### src/rtl/wb_write_scheduler_if.sv
// Bundles the MEM/WB writeback requests, register-file write port and operand lookups
// that pass between the pipeline and the writeback scheduler.
interface wb_write_scheduler_if #(
    parameter int XLEN = 32
);
    logic            wb_valid_0;
    logic [4:0]      wb_rd_0;
    logic [XLEN-1:0] wb_data_0;
    logic            wb_valid_1;
    logic [4:0]      wb_rd_1;
    logic [XLEN-1:0] wb_data_1;
    logic            wb_stall;

    logic            rf_we;
    logic [4:0]      rf_waddr;
    logic [XLEN-1:0] rf_wdata;

    logic [4:0]      q_rs_a;
    logic            q_hit_a;
    logic [XLEN-1:0] q_data_a;
    logic [4:0]      q_rs_b;
    logic            q_hit_b;
    logic [XLEN-1:0] q_data_b;

    // Pipeline side: issues writeback requests and operand lookups.
    modport master (
        output wb_valid_0, wb_rd_0, wb_data_0,
        output wb_valid_1, wb_rd_1, wb_data_1,
        output q_rs_a, q_rs_b,
        input  wb_stall,
        input  rf_we, rf_waddr, rf_wdata,
        input  q_hit_a, q_data_a, q_hit_b, q_data_b
    );

    // Scheduler side.
    modport slave (
        input  wb_valid_0, wb_rd_0, wb_data_0,
        input  wb_valid_1, wb_rd_1, wb_data_1,
        input  q_rs_a, q_rs_b,
        output wb_stall,
        output rf_we, rf_waddr, rf_wdata,
        output q_hit_a, q_data_a, q_hit_b, q_data_b
    );
endinterface

### src/rtl/wb_write_scheduler.sv
// Serialises the two writeback lanes onto the single register-file write port through a
// small in-order FIFO, with pending-write lookup and back-pressure when nearly full.
module wb_write_scheduler #(
    parameter int DEPTH = 4,
    parameter int XLEN  = 32
) (
    input  logic               clk,
    input  logic               rst_n,
    wb_write_scheduler_if.slave bus
);
    localparam int PTR_W = $clog2(DEPTH);
    localparam int CNT_W = PTR_W + 1;
    localparam logic [CNT_W-1:0] STALL_LEVEL = CNT_W'(DEPTH - 1);

    logic [PTR_W-1:0] head;
    logic [PTR_W-1:0] tail;
    logic [CNT_W-1:0] count;
    logic [CNT_W-1:0] count_next;

    logic [4:0]      rd_mem   [DEPTH];
    logic [XLEN-1:0] data_mem [DEPTH];

    logic             stall;
    logic             draining;
    logic             enq_0;
    logic             enq_1;
    logic [1:0]       n_enq;
    logic [PTR_W-1:0] slot_1;

    // Lane 0 is dropped when the younger lane 1 targets the same register this cycle.
    always_comb begin
        stall      = (count >= STALL_LEVEL);
        draining   = (count != '0);
        enq_1      = !stall && bus.wb_valid_1 && (bus.wb_rd_1 != 5'd0);
        enq_0      = !stall && bus.wb_valid_0 && (bus.wb_rd_0 != 5'd0)
                     && !(bus.wb_valid_1 && (bus.wb_rd_1 == bus.wb_rd_0));
        n_enq      = {1'b0, enq_0} + {1'b0, enq_1};
        slot_1     = enq_0 ? (tail + PTR_W'(1)) : tail;
        count_next = count + CNT_W'(n_enq) - CNT_W'(draining);
    end

    always_ff @(posedge clk or negedge rst_n) begin
        if (!rst_n) begin
            head  <= '0;
            tail  <= '0;
            count <= '0;
            for (int i = 0; i < DEPTH; i++) begin
                rd_mem[i]   <= '0;
                data_mem[i] <= '0;
            end
        end else begin
            if (enq_0) begin
                rd_mem[tail]   <= bus.wb_rd_0;
                data_mem[tail] <= bus.wb_data_0;
            end
            if (enq_1) begin
                rd_mem[slot_1]   <= bus.wb_rd_1;
                data_mem[slot_1] <= bus.wb_data_1;
            end
            tail <= tail + PTR_W'(n_enq);
            if (draining) begin
                head <= head + PTR_W'(1);
            end
            count <= count_next;
        end
    end

    // Scans occupied slots oldest to youngest so the youngest match is the one kept.
    function automatic logic [XLEN:0] lookup(input logic [4:0] rs);
        logic [XLEN:0]    result;
        logic [PTR_W-1:0] idx;
        result = '0;
        for (int i = 0; i < DEPTH; i++) begin
            idx = head + PTR_W'(i);
            if ((CNT_W'(i) < count) && (rs != 5'd0) && (rd_mem[idx] == rs)) begin
                result = {1'b1, data_mem[idx]};
            end
        end
        return result;
    endfunction

    logic [XLEN:0] look_a;
    logic [XLEN:0] look_b;

    always_comb begin
        look_a       = lookup(bus.q_rs_a);
        look_b       = lookup(bus.q_rs_b);
        bus.q_hit_a  = look_a[XLEN];
        bus.q_data_a = look_a[XLEN-1:0];
        bus.q_hit_b  = look_b[XLEN];
        bus.q_data_b = look_b[XLEN-1:0];
    end

    always_comb begin
        bus.wb_stall = stall;
        bus.rf_we    = draining;
        bus.rf_waddr = draining ? rd_mem[head]   : 5'd0;
        bus.rf_wdata = draining ? data_mem[head] : '0;
    end
endmodule

### src/flat_wrapper.sv
// flat-port wrapper written by rule: the top's interface ports become plain ports
module wb_write_scheduler_flat 
#(
    parameter int DEPTH = 4,
    parameter int XLEN  = 32
)
  (clk, rst_n, bus_wb_valid_0, bus_wb_rd_0, bus_wb_data_0, bus_wb_valid_1, bus_wb_rd_1, bus_wb_data_1, bus_q_rs_a, bus_q_rs_b, bus_wb_stall, bus_rf_we, bus_rf_waddr, bus_rf_wdata, bus_q_hit_a, bus_q_data_a, bus_q_hit_b, bus_q_data_b);
  wb_write_scheduler_if #(.XLEN(XLEN)) bus_i ();
  input  logic clk;
  input  logic rst_n;
  input wire logic [$bits(bus_i.wb_valid_0)-1:0] bus_wb_valid_0;
  input wire logic [$bits(bus_i.wb_rd_0)-1:0] bus_wb_rd_0;
  input wire logic [$bits(bus_i.wb_data_0)-1:0] bus_wb_data_0;
  input wire logic [$bits(bus_i.wb_valid_1)-1:0] bus_wb_valid_1;
  input wire logic [$bits(bus_i.wb_rd_1)-1:0] bus_wb_rd_1;
  input wire logic [$bits(bus_i.wb_data_1)-1:0] bus_wb_data_1;
  input wire logic [$bits(bus_i.q_rs_a)-1:0] bus_q_rs_a;
  input wire logic [$bits(bus_i.q_rs_b)-1:0] bus_q_rs_b;
  output wire logic [$bits(bus_i.wb_stall)-1:0] bus_wb_stall;
  output wire logic [$bits(bus_i.rf_we)-1:0] bus_rf_we;
  output wire logic [$bits(bus_i.rf_waddr)-1:0] bus_rf_waddr;
  output wire logic [$bits(bus_i.rf_wdata)-1:0] bus_rf_wdata;
  output wire logic [$bits(bus_i.q_hit_a)-1:0] bus_q_hit_a;
  output wire logic [$bits(bus_i.q_data_a)-1:0] bus_q_data_a;
  output wire logic [$bits(bus_i.q_hit_b)-1:0] bus_q_hit_b;
  output wire logic [$bits(bus_i.q_data_b)-1:0] bus_q_data_b;
  assign bus_i.wb_valid_0 = bus_wb_valid_0;
  assign bus_i.wb_rd_0 = bus_wb_rd_0;
  assign bus_i.wb_data_0 = bus_wb_data_0;
  assign bus_i.wb_valid_1 = bus_wb_valid_1;
  assign bus_i.wb_rd_1 = bus_wb_rd_1;
  assign bus_i.wb_data_1 = bus_wb_data_1;
  assign bus_i.q_rs_a = bus_q_rs_a;
  assign bus_i.q_rs_b = bus_q_rs_b;
  assign bus_wb_stall = bus_i.wb_stall;
  assign bus_rf_we = bus_i.rf_we;
  assign bus_rf_waddr = bus_i.rf_waddr;
  assign bus_rf_wdata = bus_i.rf_wdata;
  assign bus_q_hit_a = bus_i.q_hit_a;
  assign bus_q_data_a = bus_i.q_data_a;
  assign bus_q_hit_b = bus_i.q_hit_b;
  assign bus_q_data_b = bus_i.q_data_b;
  wb_write_scheduler #(.DEPTH(DEPTH), .XLEN(XLEN)) u_core (.clk(clk), .rst_n(rst_n), .bus(bus_i));
endmodule
### config.mk
export PLATFORM = sky130hd
export DESIGN_NAME = wb_write_scheduler_flat
export DESIGN_NICKNAME = d
export VERILOG_FILES = /design/src/rtl/wb_write_scheduler_if.sv /design/src/rtl/wb_write_scheduler.sv /design/src/flat_wrapper.sv
export SDC_FILE = /design/constraint.sdc
export NUM_CORES = 1
export LEC_CHECK = 0
export ABC_AREA = 1
export CAP_MARGIN = 20
export CORE_ASPECT_RATIO = 1.5
export CORE_MARGIN = 5
export CORE_UTILIZATION = 63
export DETAILED_ROUTE_END_ITERATION = 7
export GPL_TIMING_DRIVEN = 0
export MAX_ROUTING_LAYER = met4
export PLACE_DENSITY = 0.91
export SETUP_SLACK_MARGIN = 0.15
export SLEW_MARGIN = 20
export SYNTH_ARGS = -nofsm -noshare
export SYNTH_HDL_FRONTEND = slang
export SYNTH_SLANG_ARGS = --single-unit
### constraint.sdc
create_clock -name clk -period 4.9 [get_ports clk]
set_input_delay 1.47 -clock clk [delete_from_list [all_inputs] [get_ports clk]]
set_output_delay 1.47 -clock clk [all_outputs]
set_load 0.02 [all_outputs]
## After elaboration in Yosys (flattened, before gate mapping)

Cells that the tools add are included.

- Output and inout bits: 105
- Bits in registers: 155
- Input bits: 88

- Order comparisons: 13
- Bitwise operators: 6
- $add $sub $neg: 8
- Reductions and logical operators: 31
- Equal/unequal tests: 9
- Multiplexer cells: 51

Operators with widths:

| operator | number |
|---|---|
| 2-to-1 mux 32 bit | 11 |
| 2-to-1 mux 33 bit | 8 |
| binary-select mux 32 bit (select 2 bit) | 4 |
| bitwise mux 128 bit | 2 |
| 2-to-1 mux 128 bit | 2 |
| demux 32 bit (select 2 bit) | 2 |
| 2-to-1 mux 5 bit | 11 |
| == test 5 bit | 9 |
| binary-select mux 5 bit (select 2 bit) | 4 |
| bitwise mux 20 bit | 2 |
| 2-to-1 mux 20 bit | 2 |
| logical AND 1 bit | 24 |
| demux 5 bit (select 2 bit) | 2 |
| nonzero test 5 bit | 4 |
| >= comparator 3 bit, second input constant | 6 |
| NOT 2 -> 3 bit | 6 |
| less-than comparator 1 x 3 -> 1 bit, first input constant | 2 |
| less-than comparator 2 x 3 -> 1 bit, first input constant | 2 |
| less-than comparator 3 x 1 -> 1 bit, second input constant | 2 |
| adder 2 x 1 -> 2 bit, second input constant | 2 |
| adder 2 bit, second input constant | 2 |
| adder 3 x 2 -> 3 bit | 1 |
| >= comparator 3 x 2 -> 1 bit, second input constant | 1 |
| nonzero test 3 bit | 1 |
| other kinds (5) | 6 |

## Longest topological paths before layout

Gate-level depths: netlist (run 1).

- Depth in word-level cells: 13
- Depth in mapped cells: 17
- Mapped depth without buffers: 14

## Worst setup path before layout (run 1)

OpenSTA, ideal clock, no wires.

- Path type: input to output
- Start point: input bus_q_rs_b[1]
- End point: output bus_q_data_b[2]
- Arrival: 2.880 ns
- Slack: 0.550 ns
- Stages: 11
- Required time: 3.430 ns
- Cells stage by stage: clkbuf_1 > nor2_1 > nand3_1 > nand2_1 > o21bai_1 > nor2_2 > buf_2 > nand4_1 > nand3_1 > nand2_1 > nand2_1

- Longest elaborated chain between the ends: 7
- Elaborated cells on any way between the ends: 17

RTL lines:

| item | RTL line | text |
|---|---|---|
| from (decl) | flat_wrapper.sv:18 | `input wire logic [$bits(bus_i.q_rs_b)-1:0] bus_q_rs_b;` |
| nonzero test 5 bit | wb_write_scheduler.sv:75 | `if ((CNT_W'(i) < count) && (rs != 5'd0) && (rd_mem[idx] == rs)) begin` |
| logical AND 1 bit (2 in series) | wb_write_scheduler.sv:75 |  |
| 2-to-1 mux 33 bit (3 in series) | wb_write_scheduler.sv:75 |  |
| 2-to-1 mux 33 bit * | wb_write_scheduler.sv:75 |  |
| to (decl) | flat_wrapper.sv:26 | `output wire logic [$bits(bus_i.q_data_b)-1:0] bus_q_data_b;` |

Mark *: on every way between the ends. The rest lies on a longest branch, timed or not.

## Final worst setup path (run 1)

- Start point: input bus_q_rs_b[3]
- End point: output bus_q_data_b[30]

Same word-level chain as after synthesis.

==> impl_metrics.toml, run 1 <==
[clock_network]
ctsHoldBuffers = 0
cts_root_buffer = "clkbuf_16"
cts_tree = "yes"
clk_pin_slew_ns = 0.06
clock_path_buffers = 2
clk_latency_ns = 0.44
cts_buffers = 17
clock-sinks = 155
h-tree-depth = 4

[power]
power_density_nw_per_um2 = 883
power_leakage_nw = 9.95
vdd_drop_max_v = 0.000725

[run_status]
violations = "DRC"
status = "complete, but fails checks"

[floorplan]
die_area_um2 = 28900
ios = 193
die_w_um = 141
core_area_um2 = 25100
rows = 71
fp.dieH_um = 206
start_util = 0.641

[global_route]
grt_max_degree = 83
gr-total-overflow = 0
grtUsageTotal = 0.472
grtUsageMet1 = 0.557
antenna_found_initial = 0
met2_usage = 0.733
grt_most_used_layer = "met2"
grt_pass1_vias = 20920
grt_pass1_wl_mm = 107
grtUsageMet3 = 0.109

[route]
drc = 1
drtIter0Drc = 3352
dr_total_vias = 21580
firstDrtPassIters = 8
vias_per_cell = 6.34
antenna_left = 0
post_drt_wl_per_cell_um = 20.1
routed_wirelength_mm = 68.5

[logic_synthesis]
netlist_area_um2 = 16100
syn-instance-count = 2844
synth.distinct_cells = 38
yosys_register_bits = 155
synth_nets = 2942
ys_seq_area_frac = 0.241
syn_area_per_cell_um2 = 5.66
ys_warn_count = 0

[timing]
finalSetupTns_ns = 0
fin_ws_ns = 0.177
fin_hold_ws_ns = 0.649
setup_viol = 0
final_max_slew_viol_count = 0
max_freq_ghz = 0.212
fin_crit_ns = 4.72
max-slew-margin-rel = 0.539
worstMarginPinSlew_ns = 0.688
rsz0062_at_grt = "yes"
hold_violations = 0
fin_skew_ns = 0.00697
fin_crit_sh = 0.964

[worst_setup_path]
path_class = "in2out"
cp.arrival_ns = 3.25
start_kind = "input pin"
worst_setup_path_end_kind = "output port"
cp_data_required_time_ns = 3.43
critPathMaxFanout = 10

[min_path]
hp-class = "reg2reg"

[final_layout]
postLayoutCellArea_um2 = 19100
nNetsFinal = 3163
drive_above_1_share = 0.111
n_antenna_cell = 0
area_delta_synth_final_pct = 18.4

[flow_run]
drv_cap = 0

[placed_design]
io_buffers = 189
place_congestion = 1.11
placed_area_um2 = 18400
place_ws_ns = -0.849
dp_hpwl_mm = 53.1
metrics by stage:
| step | utilization | cells | total power [mW] |
|---|---|---|---|
| finish | 0.759 | 3406 | 16.8 |
| global route | 0.759 | 3406 | 17.8 |
| CTS | 0.755 | 3402 | 16.0 |
| detailed placement | 0.734 | 3362 | 14.7 |
| global placement | 0.732 | 3361 | 14.3 |
| floorplan | - | 2844 | 10.2 |
registers in the layout, indices dropped and copies added, names as in the netlist:
name,flops
u_core.rd_mem,20
u_core.head,2
u_core.tail,2
u_core.data_mem,128
u_core.count,3
cells by family (layout without fill, tap and decap cells):
| family | after synthesis | after routing | synth area share |
|---|---|---|---|
| and+or+nand+nor | 1790 | 1790 | 0.481 |
| adders and majority gates | 10 | 10 | 0.00823 |
| AOI/OAI and AO/OA | 429 | 429 | 0.136 |
| xor gates and xnor gates | 11 | 11 | 0.00598 |
| DFF | 155 | 155 | 0.241 |
| buffers and inverters | 449 | 683 | 0.128 |
final timing paths:
check,endpoint,from,cells after the start,slack (ns)
max,bus_q_data_b[30],bus_q_rs_b[3],14,0.18
min,u_core.data_mem[111]$_DFF_PN0_,u_core.data_mem[111]$_DFF_PN0_,4,0.65
max reg2reg,u_core.count[2]$_DFF_PN0_,u_core.count[2]$_DFF_PN0_,11,1.44
min reg2reg,u_core.data_mem[111]$_DFF_PN0_,u_core.data_mem[111]$_DFF_PN0_,4,0.65
max in group asynchronous,u_core.data_mem[20]$_DFF_PN0_,rst_n,2,3.02
min in group asynchronous,u_core.count[2]$_DFF_PN0_,rst_n,1,1.01
cell type report:
| cell class | count | area (µm²) |
|---|---|---|
| multi-input cells | 2240 | 10200 |
| fillers | 2093 | 6070 |
| flip-flops and latches | 155 | 3880 |
| repair buffers | 202 | 1770 |
| plain buffers | 226 | 1310 |
| inverters | 223 | 845 |
| clock buffers | 17 | 425 |
| well taps | 328 | 410 |
| clock inverters | 15 | 215 |
synthesized netlist by cell type (all sizes together):
master	n	area, µm²
ha	9	113
fa	1	20.0
dfrtp	155	3880
nand3b	6	45.0
xnor2	2	17.5
nand4	210	1310
inv	222	836
buf	162	978
a21oi	6	41.3
o22ai	2	12.5
o21a	3	22.5
nor3	3	15.0
nor2	241	967
clkbuf	64	241
a311oi	1	8.76
nand2	1179	4490
xor2	9	78.8
nand3	151	923
o2111ai	1	8.76
clkinv	1	5.00
o21ai	413	2070
o21bai	3	22.5
cell usage in the layout, fill, tap and decap left out, types with 14 or more instances in the layout:
cell,Yosys,layout
nand2_1,1164,1162
o21ai_0,336,336
nor2_1,228,227
nand4_1,210,210
inv_1,210,208
dfrtp_1,155,155
buf_2,104,130
nand3_1,128,126
clkdlybuf4s50_1,0,115
o21ai_1,76,76
clkbuf_1,63,60
buf_4,26,58
buf_6,16,28
clkbuf_16,0,17
nand3_2,16,16
buf_1,14,14
report_power, final:
| part | internal, mW | switching (mW) |
|---|---|---|
| combinational | 3.94 | 9.08 |
| sequential | 1.90 | 0.457 |
| clock | 0.865 | 0.591 |
routing by layer:
metal  up-vias  wire length (µm)
met3       538             10200
met4         0              4970
li1       9620                 -
met1      9393             22800
met5         -                 0
met2      2029             30500
what timing repair did:
item                       4_1_cts  5_1_grt
pin swaps                        3        9
cloned                           0        1
setup endpoints to repair       66       65
gates resized for setup        297       58
buffers inserted                 8        3
worst max-delay path, cell delays in order:
cell and delay [ns]:
clkdlybuf4s15_2 0.24, nor2_1 0.07, nand3_2 0.10, nand2_1 0.06
o21bai_2 0.20, nor2_4 0.15, buf_12 0.14, nand3_4 0.12
buf_4 0.21, nand2_1 0.07, nand3_1 0.07, nand2_1 0.07
nand2_1 0.09, buf_4 0.18
Note: power is estimated with default switching activity, not from simulation.
==> run 2: changes to the inputs <==
- CAP_MARGIN: 20 -> 0
- CORE_UTILIZATION: 63 -> 50
- PLACE_DENSITY: 0.91 -> 0.75
- SLEW_MARGIN: 20 -> not set
==> run 2 against run 1 <==
  * The run now ends clean
  * Core utilization down 16 points
  * Combinational power barely moved
  * First-iteration DRC count down 26%
  * Sequential share of layout area is 0.14 points lower
  * Global-route usage decreased by 8.2 points
  * Cell count grew 2.4%
  * Die area is 24% higher
  * Hold slack worse by 0.021 ns
  * Via count fell by 6.1%
  * Critical endpoint is now bus_q_data_a[30]
  * Largest cell class unchanged
  * Largest power group unchanged
==> impl_metrics.toml, run 2 (synthesized netlist as in run 1, its figures left out) <==
[floorplan]
die_area_um2 = 36000
ios = 193
die_w_um = 157
core_area_um2 = 31800
fp.dieH_um = 230
start_util = 0.506
rows = 80

[final_layout]
multi_input_area_um2 = 10200
postLayoutCellArea_um2 = 19200
layout_commonest_cell = "nand2_1"
regMostFlops = "u_core.data_mem"
nNetsFinal = 3164
final_cell_mix = "nand2_1 (1162), o21ai_0 (336), nor2_1 (226)"
largest_reg_flops = 128
drive_above_1_share = 0.111
n_fill_cell = 3161
n_antenna_cell = 0
top_regs = "u_core.data_mem: 128 flops, u_core.rd_mem: 20 flops, u_core.count: 3 flops"
area_delta_synth_final_pct = 19.3
regArea_um2 = 3880

[timing]
hold_violations = 0
fin_crit_sh = 0.960
setup_viol = 0
max_freq_ghz = 0.213
rsz0062_at_grt = "yes"
fin_skew_ns = 0.00793
fin_hold_ws_ns = 0.627
final_max_slew_viol_count = 0
worstMarginPinSlew_ns = 0.707
fin_crit_ns = 4.70
max-slew-margin-rel = 0.526

[route]
firstDrtPassIters = 6
drc = 0
antenna_left = 0
dr_total_vias = 20266
post_drt_wl_per_cell_um = 20.2
drtIter0Drc = 2491
routed_wirelength_mm = 70.4
vias_per_cell = 5.81

[placed_design]
place_congestion = 1.05
placed_area_um2 = 18500
dp_hpwl_mm = 56.2
io_buffers = 189

[power]
vdd_drop_max_v = 0.000525
power_leakage_nw = 9.93
power_density_nw_per_um2 = 870

[clock_network]
h-tree-depth = 4
clk_pin_slew_ns = 0.07
ctsHoldBuffers = 0
cts_tree = "yes"
clk_latency_ns = 0.44
cts_root_buffer = "clkbuf_16"
clock-sinks = 155
cts_buffers = 17
clock_path_buffers = 2

[worst_setup_path]
start_kind = "input pin"
critPathMaxFanout = 10
cp.arrival_ns = 3.23
cp_data_required_time_ns = 3.43
path_class = "in2out"
worst_setup_path_end_kind = "output port"

[global_route]
antenna_found_initial = 0
gr-total-overflow = 0
grt_max_degree = 99
grt_pass1_vias = 19230
grtUsageTotal = 0.390
grt_pass1_wl_mm = 108

[flow_run]
drv_cap = 0

[run_status]
status = "finished clean"

[min_path]
hp-class = "reg2reg"
-- run 2: cell types whose count changed in the layout (fill, tap and decap cells not counted), sizes merged, moves of 2 or more --
cell,delta
clkdlybuf4s15,+4
clkinv,-2
clkinvlp,+3
inv,-5
clkbuf,+19
buf,-19
-- run 2: critical path, stage by stage --
cell      delay (ns)
clkbuf_4        0.18
nor2_1          0.08
nand3_2         0.10
nand2_1         0.05
inv_1           0.05
nand2_1         0.08
nor2_4          0.24
buf_4           0.22
buf_4           0.20
nand4_1         0.13
nand3_1         0.11
nand2_1         0.05
nand2_1         0.08
buf_2           0.17
-- run 2: what timing repair did --
action | in CTS | in global routing
setup buffers | 7 | 2
setup endpoints to repair | 66 | 66
gates resized for setup | 261 | 73
pin swaps | 6 | 5
cloned | 1 | 3
-- run 2: per-layer routing --
metal	track usage	part of all wire
met5	-	0
met4	0.170	0.049
met3	0.0653	0.11
met2	0.604	0.46
met1	0.502	0.39
-- run 2: final timing paths --
kind | start | endpoint | slack, ns | depth (start not counted)
worst max-delay path | bus_q_rs_a[3] | bus_q_data_a[30] | 0.20 | 14
worst min-delay path | u_core.data_mem[101]$_DFF_PN0_ | u_core.data_mem[101]$_DFF_PN0_ | 0.63 | 4
worst max register to register | u_core.count[2]$_DFF_PN0_ | u_core.count[2]$_DFF_PN0_ | 1.58 | 11
worst min register to register | u_core.data_mem[101]$_DFF_PN0_ | u_core.data_mem[101]$_DFF_PN0_ | 0.63 | 4
max in group asynchronous | rst_n | u_core.data_mem[18]$_DFF_PN0_ | 2.96 | 2
min in group asynchronous | rst_n | u_core.count[2]$_DFF_PN0_ | 0.99 | 1
-- run 2: where the power goes --
| part | internal, mW | leakage, nW | switching (mW) | total, mW |
|---|---|---|---|---|
| sequential | 1.90 | 1.92 | 0.439 | 2.34 |
| clock | 0.843 | 0.286 | 0.556 | 1.40 |
| combinational | 3.92 | 7.72 | 9.04 | 13.0 |
-- run 2: stage by stage --
stage               power, mW  std cells  worst slack, ns  setup TNS [ns]  utilization
floorplan                10.2       2844            0.550               0            -
global placement         14.7       3443            -4.06         -681.00        0.582
detailed placement       14.9       3444           -0.925          -52.35        0.583
CTS                      16.2       3484            0.138               0        0.602
global route             17.9       3489            0.122               0        0.603
finish                   16.7       3489            0.196               0        0.603
-- run 2: final cells by class --
type	instances	area share
flip-flops and latches	155	0.202
plain buffers	226	0.0694
well taps	410	0.0267
repair inverters	1	0.000391
repair buffers	201	0.0926
clock inverters	9	0.00716
multi-input cells	2241	0.533
clock buffers	23	0.0249
inverters	223	0.0439
==> run 3: changes to the inputs <==
- ABC_AREA: 1 -> not set
==> run 3 against run 2 <==
  * The run now ends with setup timing left
  * Sequential share of layout area is 2.4 points lower
  * First-iteration DRC count fell by 7.9%
  * Cell count decreased by 25%
  * Sequential cell count is the same
  * Non-clock buffer count rose by 30
  * Global-route usage is 6.7 points higher
  * Count of clock-buffer cells in the layout decreased by 6
  * Wire length rose by 15%
  * Clock skew rose by 0.0079 ns
  * Combinational power grew 16%
  * Largest cell class unchanged
  * Highest routed layer unchanged
==> impl_metrics.toml, run 3 <==
[final_layout]
drive_above_1_share = 0.303
fin_cells = 2628
top_regs = "u_core.data_mem: 128 flops, u_core.rd_mem: 20 flops, u_core.count: 3 flops"
nNetsFinal = 2306
area_delta_synth_final_pct = 38.2
final_core_util = 0.701
layout_commonest_cell = "nor2_1"
largest_reg_flops = 128
final_cell_mix = "nor2_1 (203), mux2i_1 (193), nand2_1 (180)"
regMostFlops = "u_core.data_mem"
postLayoutCellArea_um2 = 21800

[clock_network]
ctsHoldBuffers = 0
clock_path_buffers = 2
clk_pin_slew_ns = 0.07
clk_latency_ns = 0.46
clock-sinks = 155
h-tree-depth = 4
cts_root_buffer = "clkbuf_16"
cts_buffers = 17
cts_tree = "yes"

[route]
antenna_left = 0
drtIter0Drc = 2293
post_drt_wl_per_cell_um = 30.9
vias_per_cell = 7.12
routed_wirelength_mm = 81.2
drc = 0
firstDrtPassIters = 8
dr_total_vias = 18721

[logic_synthesis]
syn-instance-count = 1931
syn_area_per_cell_um2 = 8.18
synth.distinct_cells = 65
ys.flop_type = "dfrtp_1"
synthTopCellsByArea = "dfrtp_1 (25%), mux2i_1 (13%), mux2_2 (8.0%)"
async_flop_share = 1.00
ys_warn_count = 0
synth_edf_count = 0
netlist_area_um2 = 15800
yosys.area.top_type = "dfrtp_1"
yosys_register_bits = 155
synth_nets = 2029
synth_common_cells = "nor2_1 (207), mux2i_1 (204), nand2_1 (187)"
synth_most_common_cell = "nor2_1"
synth_top_cell_area_share = 0.246
ys_seq_area_frac = 0.246

[power]
power_leakage_nw = 9.33
vdd_drop_max_v = 0.000547
p_total_mw = 19.5
power_density_nw_per_um2 = 896

[floorplan]
rows = 79
core_area_um2 = 31100
die_w_um = 155
fp.dieH_um = 228
ios = 193
start_util = 0.507
die_area_um2 = 35300

[global_route]
gr-total-overflow = 0
grt_pass1_wl_mm = 117
grtUsageTotal = 0.457
grt_pass1_vias = 18638
antenna_found_initial = 1
grt_max_degree = 83

[min_path]
min_from = "u_core.tail[1]$_DFF_PN0_"
hp-class = "reg2reg"

[placed_design]
dp_hpwl_mm = 57.7
place_congestion = 1.11
io_buffers = 183
place_ws_ns = -1.84
placed_area_um2 = 18600
dp.cells = 2521

[worst_setup_path]
cp.arrival_ns = 3.93
startpoint = "bus_q_rs_a[3]"
critPathMaxFanout = 10
start_kind = "input pin"
worst_setup_path_end_kind = "output port"
r2r_start = "u_core.count[2]$_DFF_PN0_"
cp_data_required_time_ns = 3.43
path_class = "in2out"

[flow_run]
drv_cap = 0

[timing]
setup_viol = 65
rsz0062_at_grt = "yes"
fin_hold_ws_ns = 0.610
fin_crit_ns = 5.40
final_max_slew_viol_count = 0
hold_violations = 0
fin_ws_ns = -0.500
worstMarginPinSlew_ns = 1.35
max_freq_ghz = 0.185
max-slew-margin-rel = 0.0994
fin_skew_ns = 0.0158
finalSetupTns_ns = -22.32
fin_crit_sh = 1.10

[run_status]
violations = "setup timing"
status = "complete, but fails checks"
[run 3: cell types whose count changed after synthesis, sizes merged, moves of 112 or more]
cell / previous run / this run
mux2i: 0 / 204
nand2: 1179 / 187
a21oi: 6 / 127
nand4: 210 / 47
o21ai: 413 / 124
inv: 222 / 27
nand3: 151 / 21
mux2: 0 / 112
[run 3: area by class of cell]
cell class	count	area [µm²]
Inverter	27	104
Clock buffer	17	425
Antenna cell	2	5.00
Sequential cell	155	3880
Buffer	198	1560
Timing Repair Buffer	259	2790
Tap cell	405	507
Clock inverter	15	150
Fill cell	2502	9320
Multi-Input combinational cell	1550	12400
[run 3: logic make-up after synthesis]
logic type / count (synthesis) / share of synthesized area
mux: 332 / 0.232
simple gates: 659 / 0.200
flops: 155 / 0.246
fa+ha+maj: 10 / 0.00840
compound gates: 496 / 0.222
xor+xnor: 52 / 0.0293
buf+inv: 227 / 0.0627
[run 3: timing repair]
item / CTS / global route
pin swaps: 71 / 80
gates cloned: 8 / 2
setup endpoints to repair: 109 / 113
setup buffers: 50 / 15
resized for setup: 658 / 206
[run 3: critical path, cell delays in order]
cell	delay, ns
clkbuf_16	0.12
or4_4	0.51
o22a_1	0.23
o2111a_2	0.22
clkbuf_8	0.20
nand4_1	0.11
o211ai_2	0.11
or4_1	0.52
a22oi_2	0.25
buf_6	0.16
[run 3: final timing paths]
check	cells after the start	endpoint	slack, ns
min	1	u_core.tail[1]$_DFF_PN0_	0.61
min reg2reg	1	u_core.tail[1]$_DFF_PN0_	0.61
max	10	bus_q_data_a[26]	-0.50
max in group asynchronous	2	u_core.data_mem[50]$_DFF_PN0_	2.96
max reg2reg	11	u_core.data_mem[18]$_DFF_PN0_	0.68
min in group asynchronous	1	u_core.rd_mem[5]$_DFF_PN0_	1.01
[run 3: routing by layer]
metal / vias up / global-route usage / share of wire
li1: 7698 / - / -
met1: 8974 / 0.501 / 0.34
met2: 1486 / 0.700 / 0.45
met3: 563 / 0.106 / 0.10
met4: 0 / 0.386 / 0.11
met5: - / - / 0
[run 3: power breakdown]
part | internal [mW] | switching [mW] | total, mW
registers | 1.93 | 1.17 | 3.09
clock network | 0.717 | 0.650 | 1.37
logic | 6.41 | 8.67 | 15.1
total | 9.06 | 10.5 | 19.5
